**src/rtl/mine_input_ctrl.sv**
```systemverilog
// -----------------------------------------------------------------------------
// mine_input_ctrl
//
// Upstream input stage for the minesweeper display/controller path.
// The five raw board push-buttons are synchronised (two flops each) and
// debounced. Clean rising edges move a cursor one block at a time on a
// GRID x GRID board. A middle-button press raises a held selection request
// toward the processor, which the processor clears with sel_ack.
//
// Build option:
//   MINE_CURSOR_WRAP_EN  - when defined, cursor moves wrap around the board
//                          edges instead of saturating.
//
// Parameters:
//   GRID       board dimension in blocks per side (2..8)
//   DB_CYCLES  consecutive stable clk cycles needed to accept a level change
//   DBW        debounce counter width (derived)
//
// Ports:
//   clk         system clock
//   reset       asynchronous active-low reset
//   btn_up/btn_down/btn_left/btn_right/btn_middle
//               raw asynchronous push-buttons
//   sel_ack     processor acknowledge of the pending selection (level)
//   cursor_x    cursor column, 0..GRID-1
//   cursor_y    cursor row, 0..GRID-1
//   cursor_id   cursor_y*GRID + cursor_x, zero-extended
//   sel_valid   a selection is pending
//   sel_id      block id latched at the press, frozen while sel_valid is high
//   move_pulse  one-cycle strobe on any cursor position change
// -----------------------------------------------------------------------------
module mine_input_ctrl #(
  parameter int GRID      = 5,
  parameter int DB_CYCLES = 500000,
  parameter int DBW       = $clog2(DB_CYCLES + 1)
) (
  input  logic        clk,
  input  logic        reset,
  input  logic        btn_up,
  input  logic        btn_down,
  input  logic        btn_left,
  input  logic        btn_right,
  input  logic        btn_middle,
  input  logic        sel_ack,
  output logic [2:0]  cursor_x,
  output logic [2:0]  cursor_y,
  output logic [31:0] cursor_id,
  output logic        sel_valid,
  output logic [31:0] sel_id,
  output logic        move_pulse
);

  // Button lane assignment inside the packed vectors.
  localparam int NB      = 5;
  localparam int B_UP    = 0;
  localparam int B_DOWN  = 1;
  localparam int B_LEFT  = 2;
  localparam int B_RIGHT = 3;
  localparam int B_MID   = 4;

  localparam logic [2:0]     MAX_POS = 3'(GRID - 1);
  localparam logic [DBW-1:0] DB_LAST = DBW'(DB_CYCLES - 1);

  typedef enum logic [0:0] {
    SEL_IDLE = 1'b0,
    SEL_PEND = 1'b1
  } sel_state_t;

  logic [NB-1:0] raw_s;
  logic [NB-1:0] sync1_r;
  logic [NB-1:0] sync2_r;
  logic [NB-1:0] stable_s;
  logic [NB-1:0] stable_d_r;
  logic [NB-1:0] rise_r;

  logic [2:0]  nx_s;
  logic [2:0]  ny_s;
  logic [31:0] nid_s;
  logic        moved_s;

  sel_state_t  state_r;
  sel_state_t  state_s;
  logic        sel_load_s;

  assign raw_s = {btn_middle, btn_right, btn_left, btn_down, btn_up};

  // One-axis step: inc/dec are the two opposing edges on that axis.
  // Opposing edges cancel; the board edge either saturates or wraps.
  function automatic logic [2:0] axis_step(input logic [2:0] pos,
                                           input logic       inc,
                                           input logic       dec);
    logic [2:0] res;
    res = pos;
    case ({inc, dec})
      2'b10: begin
        if (pos == MAX_POS) begin
`ifdef MINE_CURSOR_WRAP_EN
          res = 3'd0;
`else
          res = pos;
`endif
        end else begin
          res = pos + 3'd1;
        end
      end
      2'b01: begin
        if (pos == 3'd0) begin
`ifdef MINE_CURSOR_WRAP_EN
          res = MAX_POS;
`else
          res = pos;
`endif
        end else begin
          res = pos - 3'd1;
        end
      end
      default: res = pos;
    endcase
    return res;
  endfunction

  // Two-flop synchroniser for all five raw buttons.
  always_ff @(posedge clk or negedge reset) begin
    if (!reset) begin
      sync1_r <= {NB{1'b0}};
      sync2_r <= {NB{1'b0}};
    end else begin
      sync1_r <= raw_s;
      sync2_r <= sync1_r;
    end
  end

  for (genvar i = 0; i < NB; i++) begin : g_db
    logic [DBW-1:0] cnt_r;
    logic           stb_r;

    // Debounce: accept the synchronised level only after it has differed
    // from the accepted level for DB_CYCLES consecutive cycles.
    always_ff @(posedge clk or negedge reset) begin
      if (!reset) begin
        cnt_r <= {DBW{1'b0}};
        stb_r <= 1'b0;
      end else if (sync2_r[i] != stb_r) begin
        if (cnt_r == DB_LAST) begin
          stb_r <= sync2_r[i];
          cnt_r <= {DBW{1'b0}};
        end else begin
          cnt_r <= cnt_r + DBW'(1);
        end
      end else begin
        cnt_r <= {DBW{1'b0}};
      end
    end

    assign stable_s[i] = stb_r;
  end

  // Registered rising-edge detect on the debounced levels; holding a
  // button therefore yields exactly one edge.
  always_ff @(posedge clk or negedge reset) begin
    if (!reset) begin
      stable_d_r <= {NB{1'b0}};
      rise_r     <= {NB{1'b0}};
    end else begin
      stable_d_r <= stable_s;
      rise_r     <= stable_s & ~stable_d_r;
    end
  end

  // Next cursor position and id from this cycle's edges.
  always_comb begin
    nx_s    = axis_step(cursor_x, rise_r[B_RIGHT], rise_r[B_LEFT]);
    ny_s    = axis_step(cursor_y, rise_r[B_DOWN],  rise_r[B_UP]);
    nid_s   = 32'(ny_s) * 32'(GRID) + 32'(nx_s);
    moved_s = (nx_s != cursor_x) || (ny_s != cursor_y);
  end

  // Cursor position, id and move strobe all register together.
  always_ff @(posedge clk or negedge reset) begin
    if (!reset) begin
      cursor_x   <= 3'd0;
      cursor_y   <= 3'd0;
      cursor_id  <= 32'd0;
      move_pulse <= 1'b0;
    end else begin
      cursor_x   <= nx_s;
      cursor_y   <= ny_s;
      cursor_id  <= nid_s;
      move_pulse <= moved_s;
    end
  end

  // Selection handshake next-state. An ack in PEND always wins, so a
  // middle press coinciding with it is dropped.
  always_comb begin
    state_s    = state_r;
    sel_load_s = 1'b0;
    case (state_r)
      SEL_IDLE: begin
        if (rise_r[B_MID]) begin
          state_s    = SEL_PEND;
          sel_load_s = 1'b1;
        end else begin
          state_s = SEL_IDLE;
        end
      end
      SEL_PEND: begin
        if (sel_ack) begin
          state_s = SEL_IDLE;
        end else begin
          state_s = SEL_PEND;
        end
      end
      default: begin
        state_s = SEL_IDLE;
      end
    endcase
  end

  // Selection state, registered valid flag and latched id. The id taken
  // is the post-move id so a move landing with the press is included.
  always_ff @(posedge clk or negedge reset) begin
    if (!reset) begin
      state_r   <= SEL_IDLE;
      sel_valid <= 1'b0;
      sel_id    <= 32'd0;
    end else begin
      state_r   <= state_s;
      sel_valid <= (state_s == SEL_PEND);
      if (sel_load_s) begin
        sel_id <= nid_s;
      end
    end
  end

endmodule

```
**config.mk**
```make
export PLATFORM = sky130hd
export DESIGN_NAME = mine_input_ctrl
export DESIGN_NICKNAME = d
export VERILOG_FILES = /design/src/rtl/mine_input_ctrl.sv
export SDC_FILE = /design/constraint.sdc
export NUM_CORES = 1
export LEC_CHECK = 0
export ABC_CLOCK_PERIOD_IN_PS = 3200
export CORE_ASPECT_RATIO = 1.1
export CORE_MARGIN = 3
export CORE_UTILIZATION = 45
export CTS_CLUSTER_SIZE = 25
export DETAILED_ROUTE_END_ITERATION = 12
export GPL_ROUTABILITY_DRIVEN = 0
export MAX_ROUTING_LAYER = met4
export PLACE_DENSITY = 0.71
export SETUP_SLACK_MARGIN = 0.02
export SLEW_MARGIN = 0
export SYNTH_ARGS = -nofsm -noshare
export SYNTH_HDL_FRONTEND = slang
export SYNTH_SLANG_ARGS = --single-unit
```
**constraint.sdc**
```tcl
create_clock -name clk -period 3.2 [get_ports clk]
set_clock_uncertainty 0.15 [all_clocks]
set_input_delay 0.96 -clock clk [delete_from_list [all_inputs] [get_ports clk]]
set_output_delay 0.96 -clock clk [all_outputs]
set_load 0.005 [all_outputs]
```
==> impl_metrics.json <==
{
  "synth.area.top_cells": "dfrtp_1, xor2_1, nor2_1",
  "layout-drive-gt1-share": 0.112,
  "placed_area_um2": 7450,
  "drt_iter0_markers": 192,
  "detail-route-antenna-nets": 0,
  "synth_cells": 705,
  "critical_path.endpoint_type": "register",
  "synth-simple-area-share": 0.211,
  "hpwl_um": 8550,
  "rows": 47,
  "fp.dieW_um": 126,
  "clkSinkCount": 140,
  "cts.path.max_buffers": 2,
  "pre_cts_slack_ns": -0.0494,
  "rsz0062_at_grt": "true",
  "postLayoutCoreUtil": 0.534,
  "grt.total_usage": 0.155,
  "grt_pass1_wl_um": 21300,
  "cp_max_fo": 6,
  "cp_common_cell": "a21o_1",
  "max_stage_delay_ns": 0.40,
  "start_util": 0.466,
  "synth_top_family_by_area": "simple AND/OR/NAND/NOR gates",
  "synthDistinctLibCells": 52,
  "cp_slowest_cell": "dfrtp_1",
  "status": "completed",
  "diodes": 0,
  "crit_required_ns": 3.35,
  "async_reset_ff_frac": 1.00,
  "setup_violations": 0,
  "synthAdderAreaFrac": 0.0433,
  "hold_path_depth": 0,
  "synth_edf_count": 0,
  "post-route-min-period_ns": 3.11,
  "startpoint_type": "register",
  "finalMaxSlewViolations": 0,
  "pwr-share-clk": 0.501,
  "grt_max_degree": 49,
  "wl_um": 12300,
  "final_cell_mix": "dfrtp_1, nor2_1, xor2_1, conb_1, nand2_1",
  "worstSkewPairLatency_ns": 0.42,
  "clkTransAtPathRegs_ns": 0.06,
  "period_share": 0.973,
  "stdcell_area_um2": 8140,
  "routedWlPerCell_um": 12.9,
  "area_growth_pct": 14.6,
  "layout.cells.non_filler": 957,
  "final_common_cell": "dfrtp_1",
  "yosysSeqAreaShare": 0.493,
  "synth_compound_gate_area_share": 0.0359,
  "comb_power_share": 0.029,
  "layout_setup_ws_ns": 0.0880,
  "synth_xor_area_frac": 0.113,
  "irDropWorstVdd_mv": 0.302,
  "reg2reg_depth": 13,
  "netSwitchingPower_w": 0.000822,
  "grt_pass1_vias": 4552,
  "num_vias": 4714,
  "p_per_area_nw_per_um2": 473,
  "die_h_um": 138,
  "yosysWarnings": 0,
  "synth_area_per_cell_um2": 10.1,
  "worst-setup-path-type": "register to register",
  "synthFlopType": "dfrtp_1",
  "muxShareOfSynthArea": 0.0174,
  "syn_area_um2": 7100,
  "cts_made_buffers": 17,
  "maxCapViolations": 0,
  "timing.fmax_ghz": 0.321,
  "layout.nets": 780,
  "yosys.area.top_type": "dfrtp_1",
  "cp_cell_sequence": "inv_2, ha_4, nand2b_1, o22a_1, o21ai_2, a21oi_2, buf_4, ha_1, ha_2, fa_2, a21o_1, a21o_1, mux2_2",
  "swShare": 0.213,
  "slew-limit-headroom": 0.480,
  "p_leak_nw": 3.63,
  "h-tree-depth": 4,
  "dieArea_um2": 17300,
  "ys_seq_elements": 140,
  "boundaryPins": 80,
  "p_seq_frac": 0.470,
  "cts_hold_buf": 0,
  "coreArea_um2": 15200,
  "dp.cells": 923,
  "vias_per_cell": 4.93,
  "p_int_w": 0.00303,
  "drc": 0,
  "tritoncts": "yes",
  "root_buffer": "clkbuf_16",
  "numPortBuffers": 27,
  "drt_pass1_iterations": 4,
  "timing.final.hold_violations": 0,
  "synth.top_cell.area_share": 0.493,
  "worst_pin_slew_ns": 0.772,
  "hp-class": "register to register",
  "antenna_found_initial": 0,
  "overflow": 0,
  "arrival_ns": 3.26
}
[routing by layer]
metal  vias up  global-route usage  share of wire
li1       2341                   -              -
met1      2272               0.197           0.47
met2        88               0.248           0.48
met3        13              0.0341          0.037
met4         0              0.0572          0.014
met5         -                   -              0
[Yosys cell counts, types with 3 or more instances]
master and n:
a21o_1 4, or2_2 4, o21ai_0 9, xnor2_1 35, nor4_1 5, nand2_1 44, nor3_1 9, buf_4 54
nor2b_1 11, or2_1 3, ha_1 23, and3_1 7, nand3b_1 3, inv_1 24, mux2_2 11, nand4_1 21
nand3_1 35, buf_2 6, clkbuf_1 7, and4_1 10, dfrtp_1 140, nand2b_1 7, a21oi_1 11, nand4b_1 4
nor2_1 124, nor4b_1 4, xor2_1 57
[critical path, delay by kind of cell (launching register included)]
kind / cells / cell delay, ns
adders and majority gates: 4 / 1.04
buffers and inverters: 2 / 0.21
and+or+nand+nor: 1 / 0.16
DFF: 1 / 0.40
muxes: 1 / 0.25
AOI/OAI and AO/OA: 5 / 0.78
[flip-flops by register name, indices dropped and copies added, names as in the netlist]
signal      cells
cursor_x        3
cursor_y        3
g_db.cnt_r     95
rise_r          5
move_pulse      1
sync2_r         5
state_r         1
sel_id          6
g_db.stb_r      5
stable_d_r      5
cursor_id       6
sync1_r         5
[what timing repair did]
| item | 4_1_cts | 5_1_grt |
|---|---|---|
| gates resized for setup | 5 | 13 |
| endpoints found under the setup margin | 2 | 2 |
| pin swaps | 1 | 4 |
| cloned | 0 | 0 |
| buffers inserted | 0 | 2 |
[cell type report]
cell class / count / area [um2]
clock inverters: 10 / 115
fillers: 1345 / 7090
clock buffers: 22 / 474
inverters: 24 / 90.1
multi-input cells: 521 / 3290
repair buffers: 44 / 415
well taps: 196 / 245
flip-flops and latches: 140 / 3500
[cell families after synthesis]
| kind of cell | after synthesis |
|---|---|
| xor+xnor | 92 |
| buf+inv | 95 |
| compound gates | 39 |
| mux | 11 |
| simple gates | 303 |
| other cells | 1 |
| flops | 140 |
| fa+ha+maj | 24 |
[final timing paths]
kind / from / to / slack, ns
worst max-delay path: rise_r[0] / sel_id[5] / 0.09
worst min-delay path: sync1_r[3] / sync2_r[3] / 0.20
worst max register to register: rise_r[0] / sel_id[5] / 0.09
worst min register to register: sync1_r[3] / sync2_r[3] / 0.20
max in group asynchronous: reset / g_db[0].cnt_r[0] / 1.95
min in group asynchronous: reset / g_db[2].cnt_r[11] / 0.31
[power by group through the flow]
stage | Sequential, W | Clock [W] | Combinational [W]
after floorplan | 0.00184 | 0 | 0.000110
after global placement | 0.00184 | 0 | 0.000114
after detailed placement | 0.00184 | 0 | 0.000115
after CTS | 0.00181 | 0.00198 | 0.000116
after global routing | 0.00181 | 0.00206 | 0.000134
final | 0.00181 | 0.00193 | 0.000112
[stage by stage]
stage               hold slack, ns  TNS (ns)  power, W
floorplan                    0.181         0   0.00195
global placement             0.183         0   0.00196
detailed placement           0.185   -0.0944   0.00196
CTS                          0.198         0   0.00391
global route                 0.210   -0.0146   0.00401
finish                       0.196         0   0.00385
(Power assumes the default switching activity.)
